## src/rtl/multicycle_control_if.sv

```systemverilog
// Control-unit bus between the multicycle sequencer and the CPU datapath.
// Instruction fields, flags and memory ready in; datapath selects and strobes out.
interface multicycle_control_if #(
    parameter int COUNT_W = 16
);
    logic [3:0]         opcode;
    logic [2:0]         funct;
    logic               zero;
    logic               mem_ready;

    logic               pc_write;
    logic [1:0]         pc_src;
    logic               ir_write;
    logic               mem_read;
    logic               mem_write;
    logic               alu_src;
    logic [2:0]         alu_op;
    logic               reg_dst;
    logic               mem_to_reg;
    logic               reg_write;
    logic               halted;
    logic               illegal;
    logic [2:0]         state;
    logic [COUNT_W-1:0] retired;

    modport master (
        input  opcode, funct, zero, mem_ready,
        output pc_write, pc_src, ir_write, mem_read, mem_write, alu_src, alu_op,
               reg_dst, mem_to_reg, reg_write, halted, illegal, state, retired
    );

    modport slave (
        output opcode, funct, zero, mem_ready,
        input  pc_write, pc_src, ir_write, mem_read, mem_write, alu_src, alu_op,
               reg_dst, mem_to_reg, reg_write, halted, illegal, state, retired
    );
endinterface

```

## src/rtl/multicycle_control.sv

```systemverilog
// Multi-cycle control unit: FETCH/DECODE/EXEC/MEM/WB sequencing with memory wait
// states, HALT, sticky illegal-opcode flag and a retired-instruction counter.
module multicycle_control #(
    parameter int COUNT_W = 16
) (
    input  logic                 clk,
    input  logic                 rstn,
    multicycle_control_if.master bus
);
    typedef enum logic [2:0] {
        S_FETCH  = 3'd0,
        S_DECODE = 3'd1,
        S_EXEC   = 3'd2,
        S_MEM    = 3'd3,
        S_WB     = 3'd4,
        S_HALT   = 3'd5
    } state_t;

    localparam logic [3:0] OP_RTYPE = 4'b0000;
    localparam logic [3:0] OP_ADDI  = 4'b0001;
    localparam logic [3:0] OP_LW    = 4'b0010;
    localparam logic [3:0] OP_SW    = 4'b0011;
    localparam logic [3:0] OP_BEQ   = 4'b0100;
    localparam logic [3:0] OP_JMP   = 4'b0101;
    localparam logic [3:0] OP_HALT  = 4'b1111;

    state_t             state_q, state_d;
    logic               illegal_q, illegal_d;
    logic [COUNT_W-1:0] retired_q, retired_d;

    logic       retire;
    logic       pc_write;
    logic [1:0] pc_src;
    logic       ir_write;
    logic       mem_read;
    logic       mem_write;
    logic       alu_src;
    logic [2:0] alu_op;
    logic       reg_dst;
    logic       mem_to_reg;
    logic       reg_write;
    logic       halted;

    always_comb begin
        state_d    = state_q;
        illegal_d  = illegal_q;
        retire     = 1'b0;
        pc_write   = 1'b0;
        pc_src     = 2'b00;
        ir_write   = 1'b0;
        mem_read   = 1'b0;
        mem_write  = 1'b0;
        alu_src    = 1'b0;
        alu_op     = 3'b000;
        reg_dst    = 1'b0;
        mem_to_reg = 1'b0;
        reg_write  = 1'b0;
        halted     = 1'b0;

        case (state_q)
            S_FETCH: begin
                mem_read = 1'b1;
                if (bus.mem_ready) begin
                    ir_write = 1'b1;
                    pc_write = 1'b1;
                    state_d  = S_DECODE;
                end
            end
            S_DECODE: begin
                case (bus.opcode)
                    OP_JMP: begin
                        pc_write = 1'b1;
                        pc_src   = 2'b10;
                        retire   = 1'b1;
                        state_d  = S_FETCH;
                    end
                    OP_HALT: state_d = S_HALT;
                    OP_RTYPE, OP_ADDI, OP_LW, OP_SW, OP_BEQ: state_d = S_EXEC;
                    default: begin
                        // Illegal opcodes are flagged but simply skipped.
                        illegal_d = 1'b1;
                        state_d   = S_FETCH;
                    end
                endcase
            end
            S_EXEC: begin
                case (bus.opcode)
                    OP_RTYPE: begin
                        alu_op  = bus.funct;
                        state_d = S_WB;
                    end
                    OP_ADDI: begin
                        alu_src = 1'b1;
                        state_d = S_WB;
                    end
                    OP_LW, OP_SW: begin
                        alu_src = 1'b1;
                        state_d = S_MEM;
                    end
                    OP_BEQ: begin
                        alu_op   = 3'b001;
                        pc_src   = 2'b01;
                        pc_write = bus.zero;
                        retire   = 1'b1;
                        state_d  = S_FETCH;
                    end
                    default: state_d = S_FETCH;
                endcase
            end
            S_MEM: begin
                if (bus.opcode == OP_SW) begin
                    mem_write = 1'b1;
                    if (bus.mem_ready) begin
                        retire  = 1'b1;
                        state_d = S_FETCH;
                    end
                end else begin
                    mem_read = 1'b1;
                    if (bus.mem_ready) begin
                        state_d = S_WB;
                    end
                end
            end
            S_WB: begin
                reg_write  = 1'b1;
                reg_dst    = (bus.opcode == OP_RTYPE);
                mem_to_reg = (bus.opcode == OP_LW);
                retire     = 1'b1;
                state_d    = S_FETCH;
            end
            S_HALT: halted = 1'b1;
            default: state_d = S_FETCH;
        endcase

        retired_d = retire ? retired_q + 1'b1 : retired_q;
    end

    always_ff @(posedge clk or negedge rstn) begin
        if (!rstn) begin
            state_q   <= S_FETCH;
            illegal_q <= 1'b0;
            retired_q <= '0;
        end else begin
            state_q   <= state_d;
            illegal_q <= illegal_d;
            retired_q <= retired_d;
        end
    end

    assign bus.pc_write   = pc_write;
    assign bus.pc_src     = pc_src;
    assign bus.ir_write   = ir_write;
    assign bus.mem_read   = mem_read;
    assign bus.mem_write  = mem_write;
    assign bus.alu_src    = alu_src;
    assign bus.alu_op     = alu_op;
    assign bus.reg_dst    = reg_dst;
    assign bus.mem_to_reg = mem_to_reg;
    assign bus.reg_write  = reg_write;
    assign bus.halted     = halted;
    assign bus.illegal    = illegal_q;
    assign bus.state      = state_q;
    assign bus.retired    = retired_q;
endmodule

```

## src/flat_wrapper.sv

```systemverilog
// flat-port wrapper written by rule: the top's interface ports become plain ports
module multicycle_control_flat 
#(
    parameter int COUNT_W = 16
)
  (clk, rstn, bus_opcode, bus_funct, bus_zero, bus_mem_ready, bus_pc_write, bus_pc_src, bus_ir_write, bus_mem_read, bus_mem_write, bus_alu_src, bus_alu_op, bus_reg_dst, bus_mem_to_reg, bus_reg_write, bus_halted, bus_illegal, bus_state, bus_retired);
  multicycle_control_if #(.COUNT_W(COUNT_W)) bus_i ();
  input  logic clk;
  input  logic rstn;
  input wire logic [$bits(bus_i.opcode)-1:0] bus_opcode;
  input wire logic [$bits(bus_i.funct)-1:0] bus_funct;
  input wire logic [$bits(bus_i.zero)-1:0] bus_zero;
  input wire logic [$bits(bus_i.mem_ready)-1:0] bus_mem_ready;
  output wire logic [$bits(bus_i.pc_write)-1:0] bus_pc_write;
  output wire logic [$bits(bus_i.pc_src)-1:0] bus_pc_src;
  output wire logic [$bits(bus_i.ir_write)-1:0] bus_ir_write;
  output wire logic [$bits(bus_i.mem_read)-1:0] bus_mem_read;
  output wire logic [$bits(bus_i.mem_write)-1:0] bus_mem_write;
  output wire logic [$bits(bus_i.alu_src)-1:0] bus_alu_src;
  output wire logic [$bits(bus_i.alu_op)-1:0] bus_alu_op;
  output wire logic [$bits(bus_i.reg_dst)-1:0] bus_reg_dst;
  output wire logic [$bits(bus_i.mem_to_reg)-1:0] bus_mem_to_reg;
  output wire logic [$bits(bus_i.reg_write)-1:0] bus_reg_write;
  output wire logic [$bits(bus_i.halted)-1:0] bus_halted;
  output wire logic [$bits(bus_i.illegal)-1:0] bus_illegal;
  output wire logic [$bits(bus_i.state)-1:0] bus_state;
  output wire logic [$bits(bus_i.retired)-1:0] bus_retired;
  assign bus_i.opcode = bus_opcode;
  assign bus_i.funct = bus_funct;
  assign bus_i.zero = bus_zero;
  assign bus_i.mem_ready = bus_mem_ready;
  assign bus_pc_write = bus_i.pc_write;
  assign bus_pc_src = bus_i.pc_src;
  assign bus_ir_write = bus_i.ir_write;
  assign bus_mem_read = bus_i.mem_read;
  assign bus_mem_write = bus_i.mem_write;
  assign bus_alu_src = bus_i.alu_src;
  assign bus_alu_op = bus_i.alu_op;
  assign bus_reg_dst = bus_i.reg_dst;
  assign bus_mem_to_reg = bus_i.mem_to_reg;
  assign bus_reg_write = bus_i.reg_write;
  assign bus_halted = bus_i.halted;
  assign bus_illegal = bus_i.illegal;
  assign bus_state = bus_i.state;
  assign bus_retired = bus_i.retired;
  multicycle_control #(.COUNT_W(COUNT_W)) u_core (.clk(clk), .rstn(rstn), .bus(bus_i));
endmodule
```

## config.mk

```make
export PLATFORM = sky130hd
export DESIGN_NAME = multicycle_control_flat
export DESIGN_NICKNAME = d
export VERILOG_FILES = /design/src/rtl/multicycle_control_if.sv /design/src/rtl/multicycle_control.sv /design/src/flat_wrapper.sv
export SDC_FILE = /design/constraint.sdc
export NUM_CORES = 1
export LEC_CHECK = 0
export CAP_MARGIN = 5
export CORE_MARGIN = 2
export CORE_UTILIZATION = 50
export CTS_BUF_LIST = sky130_fd_sc_hd__clkbuf_4
export CTS_CLUSTER_DIAMETER = 40
export DETAILED_ROUTE_END_ITERATION = 12
export HOLD_SLACK_MARGIN = 0.02
export PLACE_DENSITY = 0.87
export SYNTH_ARGS = -nofsm -noshare
export SYNTH_HDL_FRONTEND = slang
export SYNTH_SLANG_ARGS = --single-unit
```

## constraint.sdc

```tcl
create_clock -name clk -period 3.9 [get_ports clk]
set_input_delay 0.78 -clock clk [delete_from_list [all_inputs] [get_ports clk]]
set_output_delay 0.78 -clock clk [all_outputs]
set_load 0.01 [all_outputs]
```

==> reports/results.txt <==
The buffer levels on the longest clock path is 2. In this run, synthesis inferred 0 flip-flops with an integrated enable. The vertical die dimension works out to 55.7 um. The layout cell share with drive strength beyond 1 was 9.50%. By area the synthesized netlist is led by sky130_fd_sc_hd__dfrtp_1, sky130_fd_sc_hd__xnor2_1, sky130_fd_sc_hd__o211ai_2.

The endpoint kind of the worst setup timing path is an output port. Relative to the synthesized area, the layout overhead comes to 35.0%. The count of different cell masters after synthesis was 45. The fraction of registers with async set or reset after synthesis is 100%, and the summed instance area of the synthesized netlist is 1340 sq um. In this run the power density over the cells is 455 nW/um^2. The run gives 42.3% as the headroom to the max-slew limit. In the synthesized netlist the dominant register cell turns out to be sky130_fd_sc_hd__dfrtp_1.

After routing the design area is 1800 sq um. The run gives 0.000750 uW as the leakage dissipation. For the final count of hold timing violations, the log shows 0. Largest net degree at the start of global routing: 21. In this run the horizontal extent of the chip is 55.7 um.

sky130_fd_sc_hd__dfrtp_1 takes more of the synthesized area than any other cell. The Yosys step of the flow raised 0 warnings. The library cell used most frequently in the layout, excluding fill and tap cells, is sky130_fd_sc_hd__clkdlybuf4s50_1.

Synthesis inferred 20 register bits. In this run the most used layer during global routing was met2. For the total routing usage reported by global routing, the log shows 21.4%. The number of buffers created by CTS came out at 3.

TritonCTS built the clock tree. For the total half-perimeter wirelength after legalization and detailed placement, the log shows 2300 um. Summed over all layers, the global routing overflow is 0.

The flow ran to the end, and the final reports show no timing, DRC or antenna violations. The number of max-slew violations in the final report came out at 0. Across the run, the number of max-cap violations was 0. The logs give 0.489 ns for the hold slack and 0 for the DRC violation count after routing. For the pin with the worst max-slew slack, the measured transition is 0.862 ns. For the number of hold buffers added after cts, the log shows 0. The logs give 0.30 ns for the worst-skew pair later-pin latency and 45 for the top-level I/O count. For the final worst clock skew, the log shows 0.00261 ns.

The core footprint is 2500 sq um, and the final antenna-violating net count is 0. The cell area after placement is 1780 sq um. The clock drives 20 sinks. The floorplan step defined a die boundary enclosing 3100 sq um.

The global placement routability congestion is 0.819. The logs give 0 for the count of inserted antenna diode cells and 34.0% for the global-route met2 utilization. Setup repair after global routing left no endpoint under its margin.

The initial antenna violation count is 0. For this block, the initial DRC count from the detailed router was 39. The post-CTS clock slew at the launch and capture registers of the worst setup and hold paths works out to 0.11 ns.

Summed over all failing endpoints, the final setup total negative slack is 0 ns. Gates resized during post-CTS repair numbered 0. The number of search-and-repair iterations in the first detailed-routing pass is 4. In the final routed layout, each cell accounts on average for 14.8 um. For this run, global-route usage on met3 was measured as 3.95%. After layout, the worst path uses 87.4% of the clock period. The tools report the startpoint class of the critical path as an input pin.

Of the post-synthesis cell area, the dominant cell type holds 37.5%. Buffers placed on the I/O ports in this run total 44. In the final design database the tool counted 192 nets.

The critical path is of the in2out type. In the routed layout, each cell is associated on average with a via count of 5.89. The cell chosen for the clock root is sky130_fd_sc_hd__clkbuf_4. Upper clock frequency limit: 0.293 GHz. The met1 global-route usage is 29.6%, and the number of levels the H-tree was split into is 1. The share of the Yosys chip area taken by registers is 37.5%. Post-CTS timing repair inserted 0 buffers for setup. Data arrives at the worst endpoint at 2.63 ns. The number of setup violations in the final report was 0; the via count of the routed design was 1,231.

The maximum fanout encountered on the critical timing path works out to 11. The data required time of the critical path was 3.12 ns; the number of rows created at floorplan was 18. The wire length of the first global-routing pass is 5530 um. Class of the worst hold path: reg2reg.

After layout, the minimum clock period comes to 3.41 ns. The tools report the largest voltage drop on the vdd net as 0.392 mV. Synthesis produced a netlist with a net count of 151. The number of global-route vias before repair was 1,218. After technology mapping, the gate count stands at 139. For this block, the routed nets add up to 3100 um of wire. The initial utilization of the core area, before any placement, comes to 53.4%. The top cell types in the final layout, fill and taps aside, are sky130_fd_sc_hd__clkdlybuf4s50_1, sky130_fd_sc_hd__dfrtp_1, sky130_fd_sc_hd__xnor2_1, sky130_fd_sc_hd__nor2_1, sky130_fd_sc_hd__o211ai_2. The mean area per synthesized cell works out to 9.60 sq um.
## critical path: stages
cell and delay, ns:
sky130_fd_sc_hd__clkdlybuf4s50_1 0.59, sky130_fd_sc_hd__nor2_1 0.34, sky130_fd_sc_hd__nand2_1 0.12, sky130_fd_sc_hd__nor3b_1 0.22
sky130_fd_sc_hd__clkdlybuf4s50_1 0.58
## synth_stat cells (all sizes together), types with 2 or more instances
cell type  count
nor2          11
or2            2
and3           7
dfrtp         20
o21ai          5
xnor2         14
nor4           3
clkbuf         4
o211ai         9
nor3b          6
inv            3
nand2b         4
nand3          3
a21oi          3
a31oi          2
o21bai         2
nor4b          2
and3b          2
nand2          6
o2111ai        3
nand4          4
nor3           4
a21boi         2
buf            6
## through the flow
step | setup slack [ns] | utilization, % | power [uW] | instances
6_report | 0.490 | 72.1 | 820 | 209
5_1_grt | 0.359 | 72.1 | 882 | 209
4_1_cts | 0.514 | 72.1 | 826 | 209
3_5_place_dp | 0.522 | 71.0 | 726 | 205
3_3_place_gp | 0.576 | 71.0 | 718 | 205
2_1_floorplan | 1.36 | - | 553 | 139
## final cells by class
| cell class | count | area, sq um |
|---|---|---|
| timing repair buffer | 46 | 455 |
| inverter | 3 | 11.3 |
| clock buffer | 3 | 22.5 |
| multi-input combinational | 106 | 771 |
| fill | 186 | 698 |
| clock inverter | 1 | 3.75 |
| sequential | 20 | 500 |
| tap | 30 | 37.5 |
## logic make-up (layout without fill, tap and decap cells)
kind of cell | count (synthesis) | after routing | synth area share, %
and+or+nand+nor | 58 | 58 | 25.8
buffers and inverters | 13 | 53 | 4.78
xor gates and xnor gates | 15 | 15 | 9.84
DFF | 20 | 20 | 37.5
muxes | 1 | 1 | 0.843
AOI/OAI and AO/OA | 31 | 31 | 20.3
adders and majority gates | 1 | 1 | 0.937
## layer usage
layer,vias to the layer above,wire length [um]
met2,45,1520
met4,0,0
met1,593,1410
li1,593,-
met3,0,169
met5,-,0
## final timing paths
check / start / cells past startpoint / end / slack, ns
max: bus_opcode[3] / 5 / bus_mem_to_reg / 0.49
min: u_core.bus.retired[15] / 1 / u_core.bus.retired[15] / 0.49
max reg2reg: u_core.bus.state[2] / 4 / u_core.bus.retired[1] / 1.76
min reg2reg: u_core.bus.retired[15] / 1 / u_core.bus.retired[15] / 0.49
max in group asynchronous: rstn / 1 / u_core.bus.state[1] / 2.41
min in group asynchronous: rstn / 1 / u_core.bus.retired[0] / 0.96
## flip-flops by register name (all words and copies together), names as in the netlist
name,cells
u_core.bus.illegal,1
u_core.bus.retired,16
u_core.bus.state,3
## power by group
part	total [uW]	switching, uW	internal [uW]	leakage (uW)
Sequential	323	81.3	242	0.000265
Clock	98.6	61.3	37.3	0.0000154
Combinational	398	194	204	0.000469
No activity file was read; power rests on OpenSTA's default activity.
